$ cat src/rtl/sel_max_pkg.sv
// Shared types and default sizing for the streaming max/min selector.
// Optional argmax datapath is controlled by macro SEL_MAX_ARGMAX_EN.
package sel_max_pkg;

  typedef enum logic {
    MODE_MAX = 1'b0,
    MODE_MIN = 1'b1
  } mode_e;

  localparam int DEF_D_W = 16;
  localparam int DEF_N   = 16;

endpackage

$ cat src/rtl/sel_max_cell.sv
// Combinational compare-select of two (value, index) pairs; a is always the lower-index side.
// Index ports exist only when macro SEL_MAX_ARGMAX_EN is defined.
module sel_max_cell
  import sel_max_pkg::*;
#(
  parameter int D_W = DEF_D_W
`ifdef SEL_MAX_ARGMAX_EN
  ,
  parameter int IW  = $clog2(DEF_N)
`endif
) (
  input  mode_e          mode,
  input  logic [D_W-1:0] a_val,
  input  logic [D_W-1:0] b_val,
`ifdef SEL_MAX_ARGMAX_EN
  input  logic [IW-1:0]  a_idx,
  input  logic [IW-1:0]  b_idx,
  output logic [IW-1:0]  y_idx,
`endif
  output logic [D_W-1:0] y_val
);

  logic b_wins_s;

  // b replaces a only when strictly better, so ties keep the lower index
  always_comb begin
    b_wins_s = 1'b0;
    case (mode)
      MODE_MAX: b_wins_s = ($signed(b_val) > $signed(a_val));
      MODE_MIN: b_wins_s = ($signed(b_val) < $signed(a_val));
      default:  b_wins_s = 1'b0;
    endcase
  end

  // select the winning pair
  always_comb begin
    y_val = a_val;
`ifdef SEL_MAX_ARGMAX_EN
    y_idx = a_idx;
`endif
    if (b_wins_s) begin
      y_val = b_val;
`ifdef SEL_MAX_ARGMAX_EN
      y_idx = b_idx;
`endif
    end else begin
      y_val = a_val;
`ifdef SEL_MAX_ARGMAX_EN
      y_idx = a_idx;
`endif
    end
  end

endmodule

$ cat src/rtl/sel_max_stream.sv
// Fully pipelined log2(N)-level signed max/min reduction tree with valid/ready flow control.
// Macro SEL_MAX_ARGMAX_EN adds the winning-index datapath and the O_IDX port.
module sel_max_stream
  import sel_max_pkg::*;
#(
  parameter int D_W = DEF_D_W,
  parameter int N   = DEF_N
) (
  input  logic           I_CLK,
  input  logic           I_RST,
  input  logic           I_VLD,
  output logic           O_RDY,
  input  logic           I_MODE,
  input  logic [D_W-1:0] I_DATA [0:N-1],
  output logic           O_VLD,
  input  logic           I_RDY,
`ifdef SEL_MAX_ARGMAX_EN
  output logic [$clog2(N)-1:0] O_IDX,
`endif
  output logic [D_W-1:0] O_MAX
);

  localparam int L     = $clog2(N);
  localparam int NODES = N - 1;
`ifdef SEL_MAX_ARGMAX_EN
  localparam int IW    = $clog2(N);
`endif

  // Tree nodes are stored level by level: level l starts at N - (N >> l).
  logic           en_s;
  logic [D_W-1:0] val_s     [NODES];
  logic [D_W-1:0] val_r     [NODES];
  logic           vld_r     [L];
  mode_e          mode_r    [L];
  mode_e          mode_in_s [L];
`ifdef SEL_MAX_ARGMAX_EN
  logic [IW-1:0]  idx_s     [NODES];
  logic [IW-1:0]  idx_r     [NODES];
`endif

  assign en_s  = I_RST | ~vld_r[L-1] | I_RDY;
  assign O_RDY = en_s;
  assign O_VLD = vld_r[L-1];
  assign O_MAX = val_r[NODES-1];
`ifdef SEL_MAX_ARGMAX_EN
  assign O_IDX = idx_r[NODES-1];
`endif

  for (genvar l = 0; l < L; l++) begin : g_lvl
    localparam int OFF = N - (N >> l);

    if (l == 0) begin : g_src
      assign mode_in_s[l] = mode_e'(I_MODE);
    end else begin : g_src
      assign mode_in_s[l] = mode_r[l-1];
    end

    for (genvar c = 0; c < (N >> (l + 1)); c++) begin : g_node
      logic [D_W-1:0] a_val_s;
      logic [D_W-1:0] b_val_s;
`ifdef SEL_MAX_ARGMAX_EN
      logic [IW-1:0]  a_idx_s;
      logic [IW-1:0]  b_idx_s;
`endif

      if (l == 0) begin : g_leaf
        assign a_val_s = I_DATA[2*c];
        assign b_val_s = I_DATA[2*c+1];
`ifdef SEL_MAX_ARGMAX_EN
        assign a_idx_s = IW'(2*c);
        assign b_idx_s = IW'(2*c+1);
`endif
      end else begin : g_inner
        localparam int PRV = N - (N >> (l - 1));
        assign a_val_s = val_r[PRV + 2*c];
        assign b_val_s = val_r[PRV + 2*c + 1];
`ifdef SEL_MAX_ARGMAX_EN
        assign a_idx_s = idx_r[PRV + 2*c];
        assign b_idx_s = idx_r[PRV + 2*c + 1];
`endif
      end

`ifdef SEL_MAX_ARGMAX_EN
      sel_max_cell #(.D_W(D_W), .IW(IW)) u_cell (
        .mode  (mode_in_s[l]),
        .a_val (a_val_s),
        .b_val (b_val_s),
        .a_idx (a_idx_s),
        .b_idx (b_idx_s),
        .y_idx (idx_s[OFF + c]),
        .y_val (val_s[OFF + c])
      );
`else
      sel_max_cell #(.D_W(D_W)) u_cell (
        .mode  (mode_in_s[l]),
        .a_val (a_val_s),
        .b_val (b_val_s),
        .y_val (val_s[OFF + c])
      );
`endif
    end
  end

  // pipeline registers: all stages advance together on en_s
  always_ff @(posedge I_CLK) begin
    if (I_RST) begin
      for (int i = 0; i < L; i++) begin
        vld_r[i]  <= 1'b0;
        mode_r[i] <= MODE_MAX;
      end
      for (int n = 0; n < NODES; n++) begin
        val_r[n] <= {D_W{1'b0}};
`ifdef SEL_MAX_ARGMAX_EN
        idx_r[n] <= {IW{1'b0}};
`endif
      end
    end else if (en_s) begin
      vld_r[0] <= I_VLD;
      for (int i = 1; i < L; i++) begin
        vld_r[i] <= vld_r[i-1];
      end
      for (int i = 0; i < L; i++) begin
        mode_r[i] <= mode_in_s[i];
      end
      for (int n = 0; n < NODES; n++) begin
        val_r[n] <= val_s[n];
`ifdef SEL_MAX_ARGMAX_EN
        idx_r[n] <= idx_s[n];
`endif
      end
    end
  end

endmodule

$ cat config.mk
export PLATFORM = sky130hd
export DESIGN_NAME = sel_max_stream
export DESIGN_NICKNAME = d
export VERILOG_FILES = /design/src/rtl/sel_max_pkg.sv /design/src/rtl/sel_max_cell.sv /design/src/rtl/sel_max_stream.sv
export SDC_FILE = /design/constraint.sdc
export NUM_CORES = 1
export LEC_CHECK = 0
export BUFFER_PORTS_ARGS = -buffer_cell sky130_fd_sc_hd__buf_2
export CAP_MARGIN = 20
export CORE_ASPECT_RATIO = 0.6
export CORE_MARGIN = 4
export CORE_UTILIZATION = 45
export DETAILED_ROUTE_END_ITERATION = 8
export PLACE_DENSITY_LB_ADDON = 0.15
export SYNTH_ARGS = -nofsm -noshare
export SYNTH_HDL_FRONTEND = slang
export SYNTH_SLANG_ARGS = --single-unit
$ cat constraint.sdc
create_clock -name I_CLK -period 7.8 [get_ports I_CLK]
set_input_delay 1.56 -clock I_CLK [delete_from_list [all_inputs] [get_ports I_CLK]]
set_output_delay 1.56 -clock I_CLK [all_outputs]
set_load 0.05 [all_outputs]
* Word-level counts from Yosys, hierarchy flattened
Memory sizes are Yosys's and may differ from the RTL's.
Cells that the tools add are included.
W data, S select, Z words.
** Word-level totals
- Memories :: 3
- Register bits :: 0
- Output and inout port bits :: 18
- RAM bits :: 248
- Bits of input ports :: 261
- Word-level logic and storage cells :: 121
** Cells by class
- Bitwise operators :: 30
- $lt $le $gt $ge :: 30
- Muxes and demuxes :: 58
** Memories
- val_r :: words 15, bits a word 16, rd ports 15, clocked after memory_dff 0, wr ports 15, RTL line sel_max_stream.sv:32 : logic [D_W-1:0] val_r [NODES];
- mode_r :: words 4, bits a word 1, rd ports 3, clocked after memory_dff 0, wr ports 4, RTL line sel_max_stream.sv:34 : mode_e mode_r [L];
- vld_r :: words 4, bits a word 1, rd ports 4, clocked after memory_dff 0, wr ports 4, RTL line sel_max_stream.sv:33 : logic vld_r [L];
** Operators by type and width (number)
- $mux W16 :: 30
- $gt A16 B16 Y1 :: 15
- $lt A16 B16 Y1 :: 15
- $pmux W1 S2 :: 15
- $or A1 B1 Y1 :: 25
- $mux W1 :: 13
- $not A1 Y1 :: 5

* Longest topological paths before layout
- Depth after elaboration :: 7
- Mapped depth :: 11
- Mapped depth without buffers :: 9

* Cells and area by module
A second synthesis with hierarchy kept.
** Second synthesis, totals
- Cells, all modules :: 4563
- Area, all modules :: 35881.9 um^2
** By module, submodules not included
- sel_max_cell :: area an instance 1721.7 um^2, seq. area each 0.0 um^2, instances 15, cells each 268
- sel_max_stream :: area an instance 10057.1 um^2, seq. area each 7417.1 um^2, instances 1, cells each 543

* Least setup slack after synthesis
OpenSTA, ideal clock, no wires.
- Kind :: input port to flip-flop
- From :: in I_RST
- To :: mem mode_r[0][0] (netlist bit) (enable)
- Data arrival time :: 6507 ps
- Stages on the path :: 5
- Required time :: 5892 ps
- Path buffers :: 3
- Slack :: -614 ps
- Library setup time :: 1908 ps
- Path through :: buf_1 -> clkinv_1 -> clkbuf_1 -> buf_1 -> nand2_1
** RTL lines
- start, declared :: RTL line sel_max_stream.sv:10 : input logic I_RST,
- end, declared :: RTL line sel_max_stream.sv:34

* Worst setup path in the final report
- From :: in I_RST
- To :: out O_RDY
** Between the ends
- Word-level cells in the longest chain between the ends :: 2
** Ends and longest elaborated chain
- $or A1 B1 Y1 (2 in a row) :: RTL line sel_max_stream.sv:41 : assign en_s = I_RST | ~vld_r[L-1] | I_RDY;
- end, declared :: RTL line sel_max_stream.sv:12 : output logic O_RDY,
Every way passes these cells.

==> impl_metrics.ini <==
[synthesis]
yosys_warnings = 0
yosys_reg_bits = 247
post_synth_edffs = 247
syn_avg_cell_area_um2 = 9.20
post_synth_main_area_contributors = edfxtp_1, ha_1, mux2i_1, nand2_1, inv_1
postSynth.asyncResetShare_pct = 0
post-synth-top-area-fraction_pct = 38.1
syn-cell-area_um2 = 19500
seq_area_frac_synth_pct = 38.1
ys_types = 63
syn-num-nets = 2618
synthFlopType = edfxtp_1
synth_top_area_cell = edfxtp_1
post_synthesis_instance_total = 2117

[routing]
drt_first_pass_iters = 6
wl_per_cell_um = 18.7
via_per_inst = 5.68
route.detailed.drc = 0
detail-route-antenna-nets = 0
drt-total-wl_um = 54900
via_count = 16700
drt_iter0_drc = 1807

[die]
dieHeight_um = 169
die_w_um = 277
core_region_area_um2 = 42300
initial_core_util_pct = 46.0
fp.dieArea_um2 = 46800
fp-row-count = 58
io_pins = 279

[run_status]
outcome = completed

[clock_tree]
cts_tree = yes
clkLatencyLatePin_ps = 540
cts-resized-gates = 0
clkSlewWorstSetupHoldPaths_ps = 60
postCtsHoldBufs = 0
ctsRootBufferMaster = clkbuf_16
cts_buffers = 26
cts.sinks = 247
cts_setup_buffers = 0
h-tree-depth = 1
number_of_buffers_on_the_longest_clock_path = 3

[pwr]
power-per-cell-area_nw_per_um2 = 246
leakage_power_total_nw = 10.8
maximum_vdd_drop_mv = 0.194
final_total_pwr_mw = 5.48

[worst_setup_path]
timing.critical_path.cells = buf_2, inv_2, buf_4, nand2_1, buf_2
cp_slowest_stage_delay_ps = 620
critical_path.n_buffers_inverters = 4
critical-path-top-cell-by-count = buf_2
timing.critical_path.arrival_ps = 3420
cp_slowest_cell = inv_2
worstPathMaxFanout = 58
end_kind = output port
cp.required_ps = 6240
critical_path.startpoint_type = input port
path_class = in2out
critPathTopFamily = buffers and inverters

[global_route]
first_pass_grt_wire_length_um = 84800
grt_antenna_before_repair = 7
globalRoute.totalOverflow = 0
grt_max_degree = 156
all_layer_global_routing_usage_pct = 22.5
via_count_of_the_first_global_routing_pass = 15700

[placement]
placement.io_buffers = 278
placed_cells = 2886
placed_standard_cell_area_um2 = 21400
routabilityCongestion = 0.910
dp.final_hpwl_um = 42700

[hold_path]
worst_hold_path_type = reg2reg

[finish]
mostFrequentLayoutCells = nand2_1, buf_2, inv_1
final_cells = 2942
nets = 2854
post_route_cells_drive_above_1_share_pct = 15.6
final_core_util_pct = 52.7
postLayoutCellArea_um2 = 22300
synthToLayoutAreaGrowth_pct = 14.5
mostFrequentLayoutCell = nand2_1

[timing]
max_slew_headroom_pct = 27.9
fin_setup_tns_ps = 0
report.final.slew_viol_count = 0
fmax_mhz = 201
finalWorstPathRequiredPeriod_ps = 4980
worstMarginPinSlew_ps = 1080
grt_setup_unrepaired = false
hold_viol = 0
period_utilization_post_route_pct = 63.9
report.final.setup_viol = 0
worst_skew_ps = 10.4

[run]
cap_viol_max_count = 0
-- layer usage --
layer | global-route usage (%) | wire, um | vias to the layer above
met5 | 0 | 0 | -
met4 | 3.45 | 798 | 0
met3 | 3.74 | 4870 | 53
met2 | 31.5 | 21400 | 618
met1 | 36.8 | 27800 | 7894
li1 | - | - | 8152
-- synth_stat cells (7+ instances only) --
cell      count
a211oi_1     10
a21o_1       23
a21oi_1     128
a221o_1      33
a221oi_1     16
a22oi_1      16
and3_1       63
buf_1         8
buf_2        10
buf_4         7
clkbuf_1     78
edfxtp_1    247
ha_1        240
inv_1       249
mux2i_1     149
mux2i_2       8
nand2_1     358
nand3_1      27
nand4_1      51
nor2_1       50
nor2b_1      18
nor3_1       65
nor4_1       16
o211ai_1     18
o21a_1       10
o21ai_0     120
o31ai_1      15
-- per-stage QoR --
step,worst slack (ps),hold WS [ps]
after CTS,2840,533
after detailed placement,2690,518
after global placement,2750,507
after global routing,2660,555
final,2820,530
after floorplan,1810,497
-- path summary, 6_finish.rpt --
path,from,to,slack [ps],cells past startpoint
min,vld_r[0][0],vld_r[0][1],530,1
max reg2reg,val_r[1][73],val_r[1][111],3880,11
max,I_RST,O_RDY,2820,5
min reg2reg,vld_r[0][0],vld_r[0][1],530,1
-- report_power, final --
part	total (mW)	switching (mW)	internal, mW
Clock	1.22	0.527	0.694
Combinational	2.26	1.35	0.903
Sequential	2.01	0.208	1.80
Total	5.48	2.09	3.39
-- layout make-up --
| cell class | count | area [um^2] |
|---|---|---|
| fill | 3872 | 20000 |
| multi-input combinational | 1517 | 10700 |
| sequential | 247 | 7420 |
| timing repair buffer | 311 | 1690 |
| inverter | 250 | 938 |
| tap | 570 | 713 |
| clock buffer | 31 | 691 |
| clock inverter | 15 | 125 |
| antenna | 1 | 2.50 |
-- kinds of logic after synthesis --
kind of cell / Yosys count / synth area share, %
muxes: 161 / 8.46
and+or+nand+nor: 678 / 16.2
AOI/OAI and AO/OA: 432 / 14.6
buffers and inverters: 353 / 7.01
adders and majority gates: 240 / 15.4
xor gates and xnor gates: 6 / 0.270
DFF: 247 / 38.1
-- sequential cells by signal, summed over array words and instances, names as in the netlist --
signal  count
val_r     240
mode_r      3
vld_r       4
Power figures use the tool's default switching activity.
